## src/rtl/pico_axi_resp_router.sv

```systemverilog
// pico_axi_resp_router: steers AXI read-response bursts from one master port back to the slave
// port that issued each request. Requests are queued in grant order, and each queued entry
// carries one burst that ends on rlast. A registered output stage separates master-side
// backpressure from slave-side backpressure.
// Optional feature macro: PICO_RESP_ROUTER_ERR_EN (adds the sticky err_flag output).
module pico_axi_resp_router #(
  parameter int unsigned C_NUM_SLAVE_PORTS     = 4,
  parameter int unsigned LOG_C_NUM_SLAVE_PORTS = 2,
  parameter int unsigned C_DATA_WIDTH          = 128,
  parameter int unsigned C_ORDER_DEPTH         = 16,
  parameter int unsigned LOG_C_ORDER_DEPTH     = 4
) (
  input  logic                             clk,
  input  logic                             rst_n,
  input  logic                             req_issue,
  input  logic [LOG_C_NUM_SLAVE_PORTS-1:0] req_slave,
  output logic                             order_full,
  output logic [LOG_C_ORDER_DEPTH:0]       outstanding,
`ifdef PICO_RESP_ROUTER_ERR_EN
  output logic                             err_flag,
`endif
  input  logic                             m_axi_rvalid,
  output logic                             m_axi_rready,
  input  logic [C_DATA_WIDTH-1:0]          m_axi_rdata,
  input  logic [1:0]                       m_axi_rresp,
  input  logic                             m_axi_rlast,
  output logic [C_NUM_SLAVE_PORTS-1:0]     s_axi_rvalid,
  input  logic [C_NUM_SLAVE_PORTS-1:0]     s_axi_rready,
  output logic [C_DATA_WIDTH-1:0]          s_axi_rdata,
  output logic [1:0]                       s_axi_rresp,
  output logic                             s_axi_rlast
);

  localparam int unsigned PtrW = LOG_C_ORDER_DEPTH + 1;
  localparam int unsigned SelW = LOG_C_NUM_SLAVE_PORTS;

  // Order FIFO storage and pointers; the extra pointer bit tells full from empty.
  logic [SelW-1:0] order_mem [C_ORDER_DEPTH];
  logic [PtrW-1:0] wr_ptr_q, rd_ptr_q;
  logic [PtrW-1:0] count;
  logic            fifo_empty;
  logic            push, pop, accept;
  logic [SelW-1:0] head_slave;

  // Output register, carrying its own slave index so a pop cannot redirect it.
  logic                    out_valid_q;
  logic [SelW-1:0]         out_slave_q;
  logic [C_DATA_WIDTH-1:0] out_data_q;
  logic [1:0]              out_resp_q;
  logic                    out_last_q;
  logic                    out_in_range;
  logic                    out_ready;
  logic                    out_taken;

  // FIFO status and handshake decode.
  always_comb begin
    count        = wr_ptr_q - rd_ptr_q;
    outstanding  = count;
    order_full   = (count == PtrW'(C_ORDER_DEPTH));
    fifo_empty   = (count == '0);
    head_slave   = order_mem[rd_ptr_q[LOG_C_ORDER_DEPTH-1:0]];
    out_in_range = (32'(out_slave_q) < C_NUM_SLAVE_PORTS);
    // An out-of-range beat has no taker, so it is treated as consumed and discarded.
    out_ready    = out_in_range ? s_axi_rready[out_slave_q] : 1'b1;
    out_taken    = out_valid_q && out_ready;
    m_axi_rready = !fifo_empty && (!out_valid_q || out_ready);
    accept       = m_axi_rvalid && m_axi_rready;
    push         = req_issue && !order_full;
    pop          = accept && m_axi_rlast;
  end

  // Order FIFO entry write.
  always_ff @(posedge clk) begin
    if (push) begin
      order_mem[wr_ptr_q[LOG_C_ORDER_DEPTH-1:0]] <= req_slave;
    end
  end

  // Order FIFO pointers; a push while full is dropped regardless of a same-cycle pop.
  always_ff @(posedge clk or negedge rst_n) begin
    if (!rst_n) begin
      wr_ptr_q <= '0;
      rd_ptr_q <= '0;
    end else begin
      if (push) begin
        wr_ptr_q <= wr_ptr_q + PtrW'(1);
      end
      if (pop) begin
        rd_ptr_q <= rd_ptr_q + PtrW'(1);
      end
    end
  end

  // Output register: load on master accept, invalidate when drained with no refill.
  always_ff @(posedge clk or negedge rst_n) begin
    if (!rst_n) begin
      out_valid_q <= 1'b0;
      out_slave_q <= '0;
      out_data_q  <= '0;
      out_resp_q  <= '0;
      out_last_q  <= 1'b0;
    end else if (accept) begin
      out_valid_q <= 1'b1;
      out_slave_q <= head_slave;
      out_data_q  <= m_axi_rdata;
      out_resp_q  <= m_axi_rresp;
      out_last_q  <= m_axi_rlast;
    end else if (out_taken) begin
      out_valid_q <= 1'b0;
    end
  end

  // One-hot slave valid decode and broadcast payload.
  always_comb begin
    s_axi_rvalid = '0;
    for (int i = 0; i < int'(C_NUM_SLAVE_PORTS); i++) begin
      s_axi_rvalid[i] = out_valid_q && (out_slave_q == SelW'(i));
    end
    s_axi_rdata = out_data_q;
    s_axi_rresp = out_resp_q;
    s_axi_rlast = out_last_q;
  end

`ifdef PICO_RESP_ROUTER_ERR_EN
  logic [3:0] stall_cnt_q;
  logic       err_q;
  logic       stall;
  logic       err_set;

  // Error sources: dropped push, out-of-range push, and a 16-cycle empty-FIFO stall.
  always_comb begin
    stall   = m_axi_rvalid && fifo_empty;
    err_set = (req_issue && order_full)
            || (push && (32'(req_slave) >= C_NUM_SLAVE_PORTS))
            || (stall && (stall_cnt_q == 4'hF));
  end

  // Stall counter and sticky error flag.
  always_ff @(posedge clk or negedge rst_n) begin
    if (!rst_n) begin
      stall_cnt_q <= '0;
      err_q       <= 1'b0;
    end else begin
      if (!stall) begin
        stall_cnt_q <= '0;
      end else if (stall_cnt_q != 4'hF) begin
        stall_cnt_q <= stall_cnt_q + 4'd1;
      end
      if (err_set) begin
        err_q <= 1'b1;
      end
    end
  end

  assign err_flag = err_q;
`endif

endmodule

```

## config.mk

```make
export PLATFORM = sky130hd
export DESIGN_NAME = pico_axi_resp_router
export DESIGN_NICKNAME = d
export VERILOG_FILES = /design/src/rtl/pico_axi_resp_router.sv
export SDC_FILE = /design/constraint.sdc
export NUM_CORES = 1
export LEC_CHECK = 0
export CAP_MARGIN = 0
export CORE_MARGIN = 10
export CORE_UTILIZATION = 41
export CTS_BUF_LIST = sky130_fd_sc_hd__clkbuf_2 sky130_fd_sc_hd__clkbuf_4 sky130_fd_sc_hd__clkbuf_8
export DETAILED_ROUTE_END_ITERATION = 12
export DONT_BUFFER_PORTS = 1
export SYNTH_ARGS = -nofsm -noshare
export SYNTH_HDL_FRONTEND = slang
export SYNTH_SLANG_ARGS = --single-unit
```

## constraint.sdc

```tcl
create_clock -name clk -period 2.77 [get_ports clk]
set_clock_uncertainty 0.1 [all_clocks]
set_input_delay 0.554 -clock clk [delete_from_list [all_inputs] [get_ports clk]]
set_output_delay 0.554 -clock clk [all_outputs]
set_load 0.02 [all_outputs]
```

Yosys cells after proc, flatten, opt, wreduce, memory -nomap -nowiden
Memory sizes are Yosys's and may differ from the RTL's. A register that Yosys moved wholly into a read port is not among the register bits.
Index checks and enable logic that the tools add are counted.
{ "totals": {"inputBits": 141, "ram_bits": 32, "ff_bits": 142, "n_memories": 1, "elab_cells": 38} }
{ "mem_list": {"columns": ["memory", "words", "word_bits", "rd", "rd_clocked_by_memory_dff", "write_ports", "line", "text"], "rows": [
  ["order_mem", 16, 2, 1, 1, 1, "38", "logic [SelW-1:0] order_mem [C_ORDER_DEPTH];"]
]} }
{ "classes": {"reduce_logical": 17, "magnitude_cmp": 1, "eq_ne": 4, "n_mux": 6, "n_addsub": 3} }
{ "op_table": {"columns": ["cell", "n"], "rows": [
  ["adder 5 x 1 -> 5 bit (second input constant)", 2],
  ["logical AND 1 bit", 9],
  ["equality test 5 bit (second input constant)", 1],
  ["logical NOT 5 bit", 1],
  ["2-to-1 mux 1 bit", 5],
  ["subtractor 5 bit", 1],
  ["equality test 2 bit (second input constant)", 2],
  ["logical NOT 1 bit", 4],
  ["< comparator 2 x 3 -> 1 bit (second input constant)", 1],
  ["binary-select mux 1 bit (select 2 bit)", 1],
  ["equality test 2 x 1 -> 1 bit (second input constant)", 1],
  ["logical NOT 2 bit", 1],
  ["nonzero test 2 bit", 1],
  ["logical OR 1 bit", 1]
]} }

Depth between registers and ports, before layout
{ "depth": {"depth_word": 6, "depth_mapped": 11, "depth_no_buf": 9} }

Least setup slack after synthesis
OpenSTA, ideal clock, no wires.
{ "synth_path": {"path_type": "reg2reg", "from": "register rd_ptr_q[1]", "to": "memory order_mem[8][0] (netlist bit) (enable)", "path_buffers": 2, "setup_slack_ps": -521, "arrival_ps": 2943, "path_stages_with_launch": 10, "cell_sequence": "dfrtp_1 > clkbuf_1 > inv_1 > fa_1 > nand3b_1 > a211o_1 > a211oi_2 > nor2b_1 > clkbuf_1 > and3_1"} }
{ "synth_between": {"elab_chain_cells": 6} }
{ "synth_rtl": {"columns": ["item", "line", "text"], "rows": [
  ["start, declared", "39", "logic [PtrW-1:0] wr_ptr_q, rd_ptr_q;"],
  ["start signal, assigned", "89", "rd_ptr_q <= rd_ptr_q + PtrW'(1);"],
  ["subtractor 5 bit", "57", "count = wr_ptr_q - rd_ptr_q;"],
  ["via outstanding[1]", "18", "output logic [LOG_C_ORDER_DEPTH:0] outstanding,"],
  ["equality test 5 bit", "59", "order_full = (count == PtrW'(C_ORDER_DEPTH));"],
  ["via order_full", "17", "output logic order_full,"],
  ["logical NOT 1 bit", "68", "push = req_issue && !order_full;"],
  ["logical AND 1 bit", "68", null],
  ["2-to-1 mux 1 bit", "74", "if (push) begin"],
  ["2-to-1 mux 1 bit (implied by the code)", "75", "order_mem[wr_ptr_q[LOG_C_ORDER_DEPTH-1:0]] <= req_slave;"],
  ["end, declared", "38", null]
]} }
The timed path passes the listed nets, and every way through them passes these cells.

Worst setup path after layout
{ "layout_path": {"from": "register wr_ptr_q[0]", "to": "output m_axi_rready"} }
{ "layout_between": {"elab_chain_cells": 4} }
{ "layout_rtl": {"columns": ["item", "line", "text"], "rows": [
  ["start, declared", "39", null],
  ["start signal, assigned", "86", "wr_ptr_q <= wr_ptr_q + PtrW'(1);"],
  ["subtractor 5 bit", "57", null],
  ["logical NOT 5 bit", "60", "fifo_empty = (count == '0);"],
  ["logical NOT 1 bit", "66", "m_axi_rready = !fifo_empty && (!out_valid_q || out_ready);"],
  ["logical AND 1 bit", "66", null],
  ["end, declared", "23", "output logic m_axi_rready,"]
]} }
Every way passes these cells.

==> results.md <==
* CTS H-tree lvls at 4
* Layout cell share with drive strength beyond 1 at 52.9%
* Yosys warns at 0
* Overflow after GRT at 0
* Clock Sink Count at 176
* Max-cap violations at 0
* CTS tree: built
* Hold WS at -0.311 ns
* Number of CTS-inserted buffers at 17
* Worst setup slack after layout at -0.375 ns
* Mapped Avg Cell Area at 17.0 sq um
* Final ANT Viol Nets at 0
* Peak VDD IR at 0.00145 V
* Core ar. at 17800 sq um
* Largest net degree at the start of global routing at 145
* CTS Root Buffer Type: clkbuf_8
* Syn nets at 587
* Initial antenna violation count at 0
* Max Fclk at 318 MHz
* Worst-Skew Late Latency at 0.44 ns
* First-iteration detailed-routing DRC count at 175
* Vias in the first global route at 4333
* GR Util All Layers at 16.2%
* Final period util at 114%
* Logic gate share of total power at 43.1%
* Hold Violations, Final at 144
* Worst EP arrival at 2.49 ns
* Area leader, netlist: dfrtp_1
* Yosys top cell area share at 48.7%
* Relative slew slack at 52.1%
* DIE WIDTH at 154 um
* Boundary Pins at 283
* Fillers at 1404
* Max Root-Sink Buffers at 2
* First drt pass iteration count at 4
* DRC viols at 0
* Fin util at 52.4%
* Worst-Margin Slew at 0.717 ns
* Final total power at 13.9 mW
* EDFF count, synth at 32
* Diodes inserted at 0
* NetSw at 5.51 mW
* Ys flop type: dfrtp_1
* Worst-path clk slew at 0.10 ns
* Synthesized cell area at 7400 sq um
* Startpoint Class: register
* Chip Height at 154 um
* Syn Inst Count at 436
* DP Area at 7860 sq um
* Int Pwr at 8.39 mW
* DR vias at 4007
* Endpoints failing setup at 141
* Pwr per Cell Area at 1490 nW/um^2
* Area contributors post-synth: dfrtp_1, mux2_4, edfxtp_1
* Violated checks: hold timing, setup timing
* Pins Over Slew Limit at 0
* Leak at 4.14 nW
* Design area at 9340 sq um
* Area grow syn2layout at 26.3%
* Top-count cell post-synth: dfrtp_1
* Row cnt at 49
* First-pass GRT wire length at 29600 um
* Synthesized flop and latch total at 176
* Post-Route WL at 20500 um
* Largest fanout on the critical path at 3
* Crit path time final at 3.15 ns
* Setup TNS at -26.40 ns
* Initial Utilization at 41.5%
* Min-Delay Path Class: input pin to asynchronous set/reset pin
* Status: complete, but fails checks
* Post-synth top cells: dfrtp_1, mux2_4, mux2_2, edfxtp_1, mux2_1
* Req. time, crit path at 2.12 ns
* Unrepaired setup endpoints after global routing: yes
* Clock power frac at 13.6%
* Count of input and output buffers at 0
* Yosys cell types at 36
* DR vias/cell at 5.36
* Post-DP HPWL at 13800 um
* Seq/Total Area, Yosys at 61.7%
* Flop pwr share at 43.2%
* Setup crit end kind: primary output
* Setup CP Type: register to primary output
* GPL Wtd Cong at 0.767
* FFs w/ async S/R, synth at 81.8%
* Switch share at 39.6%
* Nets@finish at 656
* WL per Instance at 27.5 um
* Die area at 23800 sq um
==> power by group through the flow <==
stage                     clock [mW]  combinational (mW)  sequential, mW
after CTS                       1.94                5.61            6.03
after floorplan                    0                3.45            5.64
after detailed placement           0                4.19            6.06
after global placement             0                4.07            6.06
after global routing            2.07                6.37            6.15
final                           1.89                6.00            6.01
==> cell families (layout without fill, tap and decap cells) <==
logic type / Yosys count / after routing / share of synthesized area (%)
buffers and inverters: 26 / 107 / 2.33
DFF: 176 / 176 / 61.7
muxes: 143 / 143 / 27.2
AOI/OAI and AO/OA: 11 / 11 / 1.22
xor gates and xnor gates: 11 / 11 / 1.30
and+or+nand+nor: 59 / 60 / 4.48
adders and majority gates: 10 / 10 / 1.79
==> registers in the layout (all words and copies together) (netlist names) <==
| register | flops |
|---|---|
| s_axi_rdata | 128 |
| order_mem | 32 |
| rd_ptr_q | 5 |
| wr_ptr_q | 5 |
| out_slave_q | 2 |
| s_axi_rresp | 2 |
| out_valid_q | 1 |
| s_axi_rlast | 1 |
==> cell usage in the layout (no fill, tap or decap), types with 3 or more instances in the layout <==
master,count
dfrtp_1,144
mux2_4,130
edfxtp_1,32
buf_4,27
clkbuf_8,17
buf_16,14
and3_4,12
nand2_1,11
mux4_2,9
buf_6,9
ha_1,8
inv_1,7
xor2_1,7
inv_6,7
buf_12,6
clkbuf_16,5
buf_8,5
nor2_1,4
mux2_2,4
nor2_4,3
and3_1,3
nand4_1,3
xnor2_1,3
o21ai_0,3
bufinv_16,3
==> cell type report <==
| class | count | area (sq um) | share of cell area, % |
|---|---|---|---|
| clock inverters | 13 | 174 | 1.86 |
| clock buffers | 19 | 249 | 2.67 |
| well taps | 229 | 287 | 3.07 |
| repair buffers | 66 | 1010 | 10.8 |
| flip-flops and latches | 176 | 4560 | 48.9 |
| multi-input cells | 235 | 3030 | 32.4 |
| inverters | 9 | 33.8 | 0.362 |
==> critical path: stages (launching register included) <==
cell and delay, ns:
dfrtp_1 0.40, inv_2 0.09, ha_4 0.14, inv_2 0.04, fa_2 0.44, nand3b_1 0.18, a211o_1 0.33, a2bb2oi_4 0.19
buf_6 0.11, nor2_2 0.03, buf_6 0.12
==> per-layer routing <==
layer | up-vias | global-route usage [%] | wire, um
li1 | 1724 | - | -
met2 | 193 | 27.0 | 10500
met4 | 0 | 3.60 | 130
met1 | 2082 | 18.7 | 7930
met5 | - | 0 | 0
met3 | 8 | 7.49 | 1980
==> stage by stage <==
step	setup WS, ns	std cells
floorplan	-0.176	436
global placement	0.0128	674
detailed placement	-0.0843	674
CTS	-0.399	738
global route	-0.523	747
finish	-0.375	747
==> path summary, 6_finish.rpt <==
| path | startpoint | endpoint | slack, ns | cells after the start |
|---|---|---|---|---|
| max in group asynchronous | rst_n | s_axi_rdata[72]$_DFFE_PN0P_ | 2.73 | 0 |
| max reg2reg | wr_ptr_q[0]$_DFFE_PN0P_ | s_axi_rdata[119]$_DFFE_PN0P_ | -0.33 | 15 |
| min in group clk | req_slave[0] | order_mem[6][0]$_DFFE_PP_ | 0.10 | 0 |
| max | wr_ptr_q[0]$_DFFE_PN0P_ | m_axi_rready | -0.38 | 10 |
| min | rst_n | s_axi_rdata[109]$_DFFE_PN0P_ | -0.31 | 0 |
| min reg2reg | rd_ptr_q[4]$_DFFE_PN0P_ | rd_ptr_q[4]$_DFFE_PN0P_ | 0.39 | 1 |
==> repair_timing <==
| item | CTS | global route |
|---|---|---|
| buffers inserted | 19 | 5 |
| endpoints found under the hold margin | 144 | 144 |
| pin swaps | 8 | 10 |
| gates resized for setup | 75 | 31 |
| setup endpoints to repair | 121 | 173 |
| gates cloned | 13 | 7 |
(Power assumes the default switching activity.)
